`src/rtl/elk_mem_arbiter_if.sv`:
```
// Signal bundle around the Electron ROM/RAM BRAM arbiter: HPS ioctl download,
// core external bus and the two BRAM ports. slave is the arbiter side.
interface elk_mem_arbiter_if;
    logic        ioctl_download;
    logic [7:0]  ioctl_index;
    logic        ioctl_wr;
    logic [24:0] ioctl_addr;
    logic [7:0]  ioctl_dout;
    logic [18:0] core_a;
    logic        core_we_n;
    logic [7:0]  core_din;
    logic [7:0]  core_dout;
    logic        core_reset;
    logic [16:0] rom_addr;
    logic        rom_we;
    logic [16:0] ram_addr;
    logic        ram_we;
    logic [7:0]  mem_din;
    logic [7:0]  rom_q;
    logic [7:0]  ram_q;
    logic [16:0] load_bytes;
    logic        load_err;

    modport slave (
        input  ioctl_download, ioctl_index, ioctl_wr, ioctl_addr, ioctl_dout,
        input  core_a, core_we_n, core_din, rom_q, ram_q,
        output core_dout, core_reset, rom_addr, rom_we, ram_addr, ram_we,
        output mem_din, load_bytes, load_err
    );

    modport master (
        output ioctl_download, ioctl_index, ioctl_wr, ioctl_addr, ioctl_dout,
        output core_a, core_we_n, core_din, rom_q, ram_q,
        input  core_dout, core_reset, rom_addr, rom_we, ram_addr, ram_we,
        input  mem_din, load_bytes, load_err
    );
endinterface

```
`src/rtl/elk_mem_arbiter.sv`:
```
// Shares the Electron ROM and sideways-RAM BRAMs between HPS ROM download and
// the core bus; holds the core in reset around downloads.
module elk_mem_arbiter #(
    parameter int ROM_INDEX   = 0,
    parameter int ROM_BYTES   = 114688,
    parameter int HOLD_CYCLES = 64
) (
    input  logic             clk_sys,
    input  logic             reset,
    elk_mem_arbiter_if.slave bus
);
    localparam logic [24:0] ROM_LIMIT = 25'(ROM_BYTES);
    localparam logic [7:0]  HOLD_LAST = 8'(HOLD_CYCLES - 1);
    localparam logic [7:0]  IDX       = 8'(ROM_INDEX);

    typedef enum logic [1:0] {RUN, LOAD, HOLD} state_t;
    state_t state, state_next;

    logic        dl_start;
    logic        ld_accept;
    logic        ld_reject;
    logic        core_wr;
    logic        we_n_q;
    logic [7:0]  hold_cnt;
    logic        rom_we_q;
    logic        ram_we_q;
    logic [16:0] wr_addr;
    logic [7:0]  din_q;
    logic [16:0] load_bytes_q;
    logic        load_err_q;
    logic        core_reset_q;
    logic        rom_hit;
    logic        ram_hit;
    logic        rom_sel;
    logic        ram_sel;
    logic [2:0]  rom_bank;
    logic [7:0]  dout_q;

    assign dl_start  = bus.ioctl_download && (bus.ioctl_index == IDX);
    assign ld_accept = (state == LOAD) && bus.ioctl_wr && (bus.ioctl_addr < ROM_LIMIT);
    assign ld_reject = (state == LOAD) && bus.ioctl_wr && (bus.ioctl_addr >= ROM_LIMIT);

    // A download start in the same cycle as a write edge wins; the write is lost.
    assign core_wr = (state == RUN) && !dl_start && we_n_q && !bus.core_we_n && ram_hit;

    always_ff @(posedge clk_sys) begin
        if (reset) state <= RUN;
        else       state <= state_next;
    end

    always_comb begin
        state_next = state;
        case (state)
            RUN:  if (dl_start) state_next = LOAD;
            LOAD: if (!bus.ioctl_download) state_next = HOLD;
            HOLD: begin
                if (dl_start)                    state_next = LOAD;
                else if (hold_cnt == HOLD_LAST)  state_next = RUN;
            end
            default: state_next = RUN;
        endcase
    end

    // ROM banks live in 16 KB windows of the low 256 KB; banks 1 and 2 are mirrored.
    always_comb begin
        rom_hit  = 1'b1;
        rom_bank = 3'd0;
        case (bus.core_a[18:14])
            5'b00100:           rom_bank = 3'd0;
            5'b01000, 5'b01001: rom_bank = 3'd1;
            5'b01010, 5'b01011: rom_bank = 3'd2;
            5'b01100:           rom_bank = 3'd3;
            5'b01101:           rom_bank = 3'd4;
            5'b01110:           rom_bank = 3'd5;
            5'b01111:           rom_bank = 3'd6;
            default:            rom_hit  = 1'b0;
        endcase
    end

    assign ram_hit = (bus.core_a[18:17] == 2'b10);

    always_ff @(posedge clk_sys) begin
        if (reset) begin
            we_n_q       <= 1'b1;
            hold_cnt     <= 8'd0;
            rom_we_q     <= 1'b0;
            ram_we_q     <= 1'b0;
            wr_addr      <= 17'd0;
            din_q        <= 8'd0;
            load_bytes_q <= 17'd0;
            load_err_q   <= 1'b0;
            core_reset_q <= 1'b1;
            rom_sel      <= 1'b0;
            ram_sel      <= 1'b0;
            dout_q       <= 8'd0;
        end else begin
            we_n_q       <= bus.core_we_n;
            hold_cnt     <= (state == HOLD) ? hold_cnt + 8'd1 : 8'd0;
            rom_we_q     <= ld_accept;
            ram_we_q     <= core_wr;
            core_reset_q <= (state_next != RUN);
            rom_sel      <= rom_hit;
            ram_sel      <= ram_hit;
            dout_q       <= rom_sel ? bus.rom_q : (ram_sel ? bus.ram_q : 8'h00);

            if (ld_accept) begin
                wr_addr <= bus.ioctl_addr[16:0];
                din_q   <= bus.ioctl_dout;
            end else if (core_wr) begin
                wr_addr <= bus.core_a[16:0];
                din_q   <= bus.core_din;
            end

            if (state != LOAD && state_next == LOAD) begin
                load_bytes_q <= 17'd0;
                load_err_q   <= 1'b0;
            end else begin
                if (ld_accept && load_bytes_q != '1) load_bytes_q <= load_bytes_q + 17'd1;
                if (ld_reject) load_err_q <= 1'b1;
            end
        end
    end

    // Write cycles present the latched write address; otherwise the core address reads.
    assign bus.rom_addr   = rom_we_q ? wr_addr : {rom_bank, bus.core_a[13:0]};
    assign bus.ram_addr   = ram_we_q ? wr_addr : bus.core_a[16:0];
    assign bus.rom_we     = rom_we_q;
    assign bus.ram_we     = ram_we_q;
    assign bus.mem_din    = din_q;
    assign bus.core_dout  = dout_q;
    assign bus.core_reset = core_reset_q;
    assign bus.load_bytes = load_bytes_q;
    assign bus.load_err   = load_err_q;
endmodule
```
`src/flat_wrapper.sv`:
```
// flat-port wrapper written by rule: the top's interface ports become plain ports
module elk_mem_arbiter_flat 
#(
    parameter int ROM_INDEX   = 0,
    parameter int ROM_BYTES   = 114688,
    parameter int HOLD_CYCLES = 64
)
  (clk_sys, reset, bus_ioctl_download, bus_ioctl_index, bus_ioctl_wr, bus_ioctl_addr, bus_ioctl_dout, bus_core_a, bus_core_we_n, bus_core_din, bus_rom_q, bus_ram_q, bus_core_dout, bus_core_reset, bus_rom_addr, bus_rom_we, bus_ram_addr, bus_ram_we, bus_mem_din, bus_load_bytes, bus_load_err);
  elk_mem_arbiter_if bus_i ();
  input  logic clk_sys;
  input  logic reset;
  input wire logic [$bits(bus_i.ioctl_download)-1:0] bus_ioctl_download;
  input wire logic [$bits(bus_i.ioctl_index)-1:0] bus_ioctl_index;
  input wire logic [$bits(bus_i.ioctl_wr)-1:0] bus_ioctl_wr;
  input wire logic [$bits(bus_i.ioctl_addr)-1:0] bus_ioctl_addr;
  input wire logic [$bits(bus_i.ioctl_dout)-1:0] bus_ioctl_dout;
  input wire logic [$bits(bus_i.core_a)-1:0] bus_core_a;
  input wire logic [$bits(bus_i.core_we_n)-1:0] bus_core_we_n;
  input wire logic [$bits(bus_i.core_din)-1:0] bus_core_din;
  input wire logic [$bits(bus_i.rom_q)-1:0] bus_rom_q;
  input wire logic [$bits(bus_i.ram_q)-1:0] bus_ram_q;
  output wire logic [$bits(bus_i.core_dout)-1:0] bus_core_dout;
  output wire logic [$bits(bus_i.core_reset)-1:0] bus_core_reset;
  output wire logic [$bits(bus_i.rom_addr)-1:0] bus_rom_addr;
  output wire logic [$bits(bus_i.rom_we)-1:0] bus_rom_we;
  output wire logic [$bits(bus_i.ram_addr)-1:0] bus_ram_addr;
  output wire logic [$bits(bus_i.ram_we)-1:0] bus_ram_we;
  output wire logic [$bits(bus_i.mem_din)-1:0] bus_mem_din;
  output wire logic [$bits(bus_i.load_bytes)-1:0] bus_load_bytes;
  output wire logic [$bits(bus_i.load_err)-1:0] bus_load_err;
  assign bus_i.ioctl_download = bus_ioctl_download;
  assign bus_i.ioctl_index = bus_ioctl_index;
  assign bus_i.ioctl_wr = bus_ioctl_wr;
  assign bus_i.ioctl_addr = bus_ioctl_addr;
  assign bus_i.ioctl_dout = bus_ioctl_dout;
  assign bus_i.core_a = bus_core_a;
  assign bus_i.core_we_n = bus_core_we_n;
  assign bus_i.core_din = bus_core_din;
  assign bus_i.rom_q = bus_rom_q;
  assign bus_i.ram_q = bus_ram_q;
  assign bus_core_dout = bus_i.core_dout;
  assign bus_core_reset = bus_i.core_reset;
  assign bus_rom_addr = bus_i.rom_addr;
  assign bus_rom_we = bus_i.rom_we;
  assign bus_ram_addr = bus_i.ram_addr;
  assign bus_ram_we = bus_i.ram_we;
  assign bus_mem_din = bus_i.mem_din;
  assign bus_load_bytes = bus_i.load_bytes;
  assign bus_load_err = bus_i.load_err;
  elk_mem_arbiter #(.ROM_INDEX(ROM_INDEX), .ROM_BYTES(ROM_BYTES), .HOLD_CYCLES(HOLD_CYCLES)) u_core (.clk_sys(clk_sys), .reset(reset), .bus(bus_i));
endmodule
```
`config.mk`:
```
export PLATFORM = sky130hd
export DESIGN_NAME = elk_mem_arbiter_flat
export DESIGN_NICKNAME = d
export VERILOG_FILES = /design/src/rtl/elk_mem_arbiter_if.sv /design/src/rtl/elk_mem_arbiter.sv /design/src/flat_wrapper.sv
export SDC_FILE = /design/constraint.sdc
export NUM_CORES = 1
export LEC_CHECK = 0
export ABC_AREA = 1
export ABC_CLOCK_PERIOD_IN_PS = 3230
export BUFFER_PORTS_ARGS = -buffer_cell sky130_fd_sc_hd__buf_2
export CAP_MARGIN = 20
export CORE_MARGIN = 2
export CORE_UTILIZATION = 24
export CTS_CLUSTER_SIZE = 24
export DETAILED_ROUTE_END_ITERATION = 12
export PLACE_DENSITY = 0.53
export SYNTH_ARGS = -nofsm -noshare
export SYNTH_HDL_FRONTEND = slang
export SYNTH_SLANG_ARGS = --single-unit
```
`constraint.sdc`:
```
create_clock -name clk_sys -period 3.23 [get_ports clk_sys]
set_input_delay 0.323 -clock clk_sys [delete_from_list [all_inputs] [get_ports clk_sys]]
set_output_delay 0.323 -clock clk_sys [all_outputs]
set_load 0.02 [all_outputs]
```
==> flow_summary.json, run 1 <==
{
  "numCtsBuffers": 9,
  "hold_viol_final": 0,
  "hold_buffers": 0,
  "drive_above_1_share_pct": 27.9,
  "num_vias": 4223,
  "root_buffer": "clkbuf_16",
  "worst_setup_path_start_kind": "register",
  "peakVddDrop_mv": 0.214,
  "cts_max_level": 3,
  "worst-path-max-fanout": 19,
  "grt_overflow": 0,
  "p_sw_mw": 0.488,
  "cpPeakStageDelay_ps": 430,
  "hpwl_um": 9020,
  "period_share_pct": 80.7,
  "n_antenna_cell": 0,
  "yosysUniqueCellTypes": 37,
  "powerDensity_nw_per_um2": 385,
  "mostFrequentLayoutCells": "159 x buf_2, 150 x nand2_1, 74 x inv_1",
  "rsz0062_at_grt": "false",
  "core_sq_um": 15800,
  "grt_pass1_vias": 3971,
  "layout_commonest_cell": "buf_2",
  "clkSinkCount": 67,
  "fin_crit_ps": 2610,
  "grt_start_max_net_pins": 41,
  "power_mw": 1.97,
  "fin_skew_ps": 5.62,
  "relSlewSlack_pct": 31.3,
  "antenna_found_initial": 0,
  "grt_pass1_wl_um": 20500,
  "via_per_inst": 4.43,
  "comb_power_share_pct": 12.0,
  "post_cts_buffers": 0,
  "area_growth_pct": 31.3,
  "drtAntennaViolNets": 0,
  "detail_route.iter0.violations": 289,
  "cts.clk_slew.worst_paths_ps": 50,
  "min_path_type": "input port to register",
  "track_usage_pct": 14.8,
  "clkPwrFrac_pct": 44.6,
  "critPathBufInv": 2,
  "critical_path_required_ps": 3460,
  "finalSetupTns_ps": 0,
  "drc": 0,
  "avgSynthCellArea_sq_um": 6.56,
  "netSwitchingFraction_pct": 24.8,
  "syn_nets": 684,
  "cp_top_family": "simple AND/OR/NAND/NOR gates",
  "finalNetCount": 829,
  "cts_resized": 0,
  "synth_area_sq_um": 3880,
  "gp_congestion": 0.813,
  "slowest_stage": "dfxtp_1",
  "setup_viol": 0,
  "synth_cells": 592,
  "synth_top_area_cell": "dfxtp_1",
  "synthTopCellsByArea": "dfxtp_1 35%, nand2_1 14%, a21oi_1 7.3%",
  "die_w_um": 131,
  "clkLatencyLatePin_ps": 330,
  "worstPathCellList": "ha_1 > nand2_1 > nor2_1 > nand3_1 > nor4_1 > ha_1 > inv_1 > nand4_4 > clkinv_2 > a21oi_1 > nor2_1",
  "numPortBuffers": 159,
  "clockBufferDepth": 2,
  "routedWlPerCell_um": 13.1,
  "criticalPathCategory": "register to register",
  "die_h_um": 131,
  "status": "completed",
  "p_int_mw": 1.48,
  "cp.arrival_ps": 2830,
  "yosys_warnings": 0,
  "num_rows": 46,
  "p_seq_share_pct": 43.5,
  "cts_tree": "yes",
  "start_util_pct": 24.5,
  "ys_ff_latch": 67,
  "cap_violations": 0,
  "die_area_sq_um": 17200,
  "routed_wl_um": 12500,
  "leakage_nw": 2.29,
  "slew_viol_final": 0,
  "worst_slew_pin_slew_ps": 1030,
  "yosysSeqAreaShare_pct": 34.5,
  "fmax_mhz": 384,
  "cp-end-kind": "register",
  "ioPinCount": 160,
  "synth_top_area_share_pct": 34.5,
  "firstDrtPassIters": 5
}
Yosys cell counts:
library cell and n:
a21oi_1 57, a22oi_1 1, and2_1 1, and3_1 1
buf_1 1, buf_2 7, buf_4 1, buf_6 3
clkbuf_1 19, clkinv_2 1, dfxtp_1 67, ha_1 3
inv_1 74, nand2_1 150, nand2_2 1, nand2_4 1
nand3_1 47, nand3_2 20, nand3_4 1, nand3b_1 1
nand4_1 31, nand4_4 1, nor2_1 49, nor2_4 1
nor2_8 1, nor3_1 2, nor3b_1 2, nor4_1 1
o21a_1 1, o21ai_0 37, o21ai_2 1, o22a_1 1
o31ai_1 1, or2_0 1, or2_2 2, xnor2_1 1
xor2_1 2
layout make-up:
type                            instances  area (sq um)
Multi-Input combinational cell        419          2110
Timing Repair Buffer                  165           841
Inverter                               75           283
Fill cell                            1758         10700
Clock buffer                           12           256
Sequential cell                        67          1340
Tap cell                              216           270
power by group through the flow:
stage	Sequential, mW	Combinational [mW]	Clock [mW]
after floorplan	0.875	0.124	0
after global placement	0.871	0.238	0
after detailed placement	0.871	0.238	0
after CTS	0.854	0.239	0.911
after global routing	0.855	0.262	0.952
final	0.854	0.236	0.876
cell families (layout without fill, tap and decap cells):
logic type | after synthesis | in the layout | synth area share (%)
xor gates and xnor gates | 3 | 3 | 0.677
AOI/OAI and AO/OA | 99 | 99 | 13.1
and+or+nand+nor | 314 | 314 | 39.5
DFF | 67 | 67 | 34.5
buffers and inverters | 106 | 252 | 11.2
adders and majority gates | 3 | 3 | 0.967
metal layers:
layer  track usage [%]  vias up  wire length (um)
li1                  -     2217                 -
met1              18.8     1883              5670
met2              24.6      109              5970
met3              3.59       14               646
met4              4.77        0               209
met5                 0        -                 0
state kept, by name (all words and copies together), names as in the netlist:
signal,count
u_core.bus.core_dout,8
u_core.bus.core_reset,1
u_core.bus.load_bytes,17
u_core.bus.load_err,1
u_core.bus.mem_din,8
u_core.bus.ram_we,1
u_core.bus.rom_we,1
u_core.hold_cnt,8
u_core.ram_sel,1
u_core.rom_sel,1
u_core.state,2
u_core.we_n_q,1
u_core.wr_addr,17
per-stage QoR:
step | hold WS (ps) | instances | utilization [%] | worst slack [ps] | cell area [sq um]
6_report | 194 | 954 | 32.2 | 624 | 5100
5_1_grt | 186 | 954 | 32.2 | 207 | 5100
4_1_cts | 179 | 954 | 32.2 | 621 | 5100
3_5_place_dp | 439 | 942 | 30.6 | 630 | 4840
3_3_place_gp | 431 | 942 | 30.6 | 767 | 4840
2_1_floorplan | 418 | 592 | - | 1020 | 3880
final timing paths:
| kind | start | endpoint | slack, ps | cells past startpoint |
|---|---|---|---|---|
| worst min register to register | u_core.hold_cnt[0]$_SDFF_PP0_ | u_core.hold_cnt[0]$_SDFF_PP0_ | 450 | 1 |
| worst max register to register | u_core.bus.load_bytes[0]$_SDFFE_PP0P_ | u_core.bus.load_bytes[2]$_SDFFE_PP0P_ | 620 | 11 |
| worst max-delay path | u_core.bus.load_bytes[0]$_SDFFE_PP0P_ | u_core.bus.load_bytes[2]$_SDFFE_PP0P_ | 620 | 11 |
| worst min-delay path | bus_core_we_n | u_core.we_n_q$_SDFF_PP1_ | 190 | 2 |
No activity file was read; power rests on OpenSTA's default activity.
==> run 2, diff against run 1 <==
--- a/config.mk
+++ b/config.mk
@@ -6,7 +6,7 @@
 export NUM_CORES = 1
 export LEC_CHECK = 0
 export ABC_AREA = 1
-export ABC_CLOCK_PERIOD_IN_PS = 3230
+export ABC_CLOCK_PERIOD_IN_PS = 2400
 export BUFFER_PORTS_ARGS = -buffer_cell sky130_fd_sc_hd__buf_2
 export CAP_MARGIN = 20
 export CORE_MARGIN = 2
==> constraint.sdc (replaced) <==
create_clock -name clk_sys -period 2.4 [get_ports clk_sys]
set_input_delay 0.24 -clock clk_sys [delete_from_list [all_inputs] [get_ports clk_sys]]
set_output_delay 0.24 -clock clk_sys [all_outputs]
set_load 0.02 [all_outputs]
==> flow_summary.json, run 2 (same netlist as run 1, synthesis figures left out) <==
{
  "drtAntennaViolNets": 0,
  "fillers": 1750,
  "gp_congestion": 0.786,
  "grt_overflow": 0,
  "r2r_setup_slack_ps": 300,
  "hold_end": "u_core.we_n_q$_SDFF_PP1_",
  "num_vias": 4291,
  "cts_max_level": 3,
  "worst_setup_path_start_kind": "register",
  "clkSinkCount": 67,
  "clockBufferDepth": 2,
  "busiest_layer": "met2",
  "die_area_sq_um": 17200,
  "fmax_mhz": 477,
  "gr-usage-met1_pct": 18.6,
  "comb_power_share_pct": 12.0,
  "routed_wl_um": 12900,
  "worst-path-max-fanout": 14,
  "p_sw_mw": 0.689,
  "finalNetCount": 837,
  "setup_viol": 0,
  "grt_pass1_vias": 3997,
  "regToRegEndpoint": "u_core.bus.load_bytes[8]$_SDFFE_PP0P_",
  "rr_startpoint": "u_core.bus.load_bytes[0]$_SDFFE_PP0P_",
  "via_per_inst": 4.44,
  "drive_above_1_share_pct": 28.8,
  "cts.clk_slew.worst_paths_ps": 60,
  "antenna_found_initial": 1,
  "cts_tree": "yes",
  "mostFrequentLayoutCells": "159 x buf_2, 150 x nand2_1, 74 x inv_1",
  "cts_resized": 0,
  "cp.arrival_ps": 2370,
  "netSwitchingFraction_pct": 25.5,
  "clkPwrFrac_pct": 45.6,
  "cap_violations": 0,
  "status": "completed",
  "rsz0062_at_grt": "false",
  "core_sq_um": 15800,
  "p_int_mw": 2.01,
  "powerDensity_nw_per_um2": 521,
  "p_seq_share_pct": 42.5,
  "numPortBuffers": 159,
  "drc": 0,
  "hold_buffers": 0,
  "die_w_um": 131,
  "grt_use_met3_pct": 3.63,
  "design_area_sq_um": 5180,
  "numCtsBuffers": 9,
  "grt_start_max_net_pins": 52,
  "period_share_pct": 87.3,
  "ioPinCount": 160,
  "root_buffer": "clkbuf_16",
  "cp-end-kind": "register",
  "peakVddDrop_mv": 0.243,
  "hold_depth": 2,
  "fin_skew_ps": 7.22,
  "fin_crit_ps": 2100,
  "hold_viol_final": 0,
  "track_usage_pct": 14.9,
  "leakage_nw": 2.34,
  "slew_viol_final": 0,
  "post_cts_buffers": 0,
  "worst_slew_pin_slew_ps": 578,
  "firstDrtPassIters": 4,
  "clkLatencyLatePin_ps": 330,
  "hpwl_um": 9490,
  "min_path_type": "input port to register",
  "layout_commonest_cell": "buf_2",
  "grt_use_met2_pct": 25.4,
  "critical_path_required_ps": 2670,
  "reg2reg_depth": 13,
  "detail_route.iter0.violations": 187,
  "criticalPathCategory": "register to register",
  "relSlewSlack_pct": 61.4,
  "start_util_pct": 24.5,
  "finalSetupTns_ps": 0,
  "area_growth_pct": 33.4,
  "num_rows": 46,
  "grt_pass1_wl_um": 20700,
  "routedWlPerCell_um": 13.3,
  "die_h_um": 131,
  "hold_start": "bus_core_we_n",
  "placed_cell_area_sq_um": 4900
}
-- run 2: area by class of cell --
cell class	instances	area, sq um	share of cell area [%]
sequential	67	1340	25.9
timing repair buffer	173	901	17.4
tap	216	270	5.22
antenna	1	2.50	0.0483
multi-input combinational	419	2110	40.7
clock inverter	2	10.0	0.193
inverter	75	284	5.48
clock buffer	14	264	5.10
-- run 2: worst max-delay path by stage --
| stage | cells past startpoint | from | end |
|---|---|---|---|
| after floorplan | 12 | u_core.bus.load_bytes[0]$_SDFFE_PP0P_ | u_core.bus.load_bytes[5]$_SDFFE_PP0P_ |
| final | 13 | u_core.bus.load_bytes[0]$_SDFFE_PP0P_ | u_core.bus.load_bytes[8]$_SDFFE_PP0P_ |
| after CTS | 11 | u_core.bus.load_bytes[0]$_SDFFE_PP0P_ | u_core.bus.load_bytes[2]$_SDFFE_PP0P_ |
| after global routing | 12 | u_core.bus.load_bytes[0]$_SDFFE_PP0P_ | u_core.bus.load_bytes[8]$_SDFFE_PP0P_ |
| after detailed placement | 11 | u_core.bus.load_bytes[0]$_SDFFE_PP0P_ | u_core.bus.load_bytes[2]$_SDFFE_PP0P_ |
| after global placement | 11 | u_core.bus.load_bytes[0]$_SDFFE_PP0P_ | u_core.bus.load_bytes[4]$_SDFFE_PP0P_ |
-- run 2: power by group through the flow --
| stage | Sequential [mW] | Clock [mW] | Combinational, mW |
|---|---|---|---|
| after CTS | 1.15 | 1.28 | 0.327 |
| after detailed placement | 1.17 | 0 | 0.326 |
| after global routing | 1.15 | 1.32 | 0.356 |
| after global placement | 1.17 | 0 | 0.326 |
| final | 1.15 | 1.23 | 0.323 |
| after floorplan | 1.18 | 0 | 0.166 |
-- run 2: per-layer routing --
metal	vias up	part of all wire (%)
li1	2239	-
met1	1930	46
met2	116	48
met3	6	4.5
met4	0	0.82
met5	-	0
-- run 2: stage by stage --
stage / setup WS [ps] / cells / total power, mW / hold slack [ps] / utilization [%]
3_5_place_dp: 232 / 950 / 1.50 / 449 / 31.0
5_1_grt: 39.5 / 967 / 2.83 / 106 / 32.7
3_3_place_gp: 357 / 950 / 1.50 / 430 / 31.0
4_1_cts: 209 / 966 / 2.75 / 96.0 / 32.7
2_1_floorplan: 188 / 592 / 1.34 / 347 / -
6_report: 304 / 967 / 2.70 / 110 / 32.7
-- run 2: worst max-delay path, stage by stage (launching register included) --
cell and delay (ps):
dfxtp_1 330, ha_1 250, nand2_1 100, nor2_1 150
nand3_1 110, nor4_1 250, ha_1 200, inv_1 60
nand4_4 100, buf_4 220, nor2_1 70, nand2_1 60
nand2_1 40, nor2_1 80
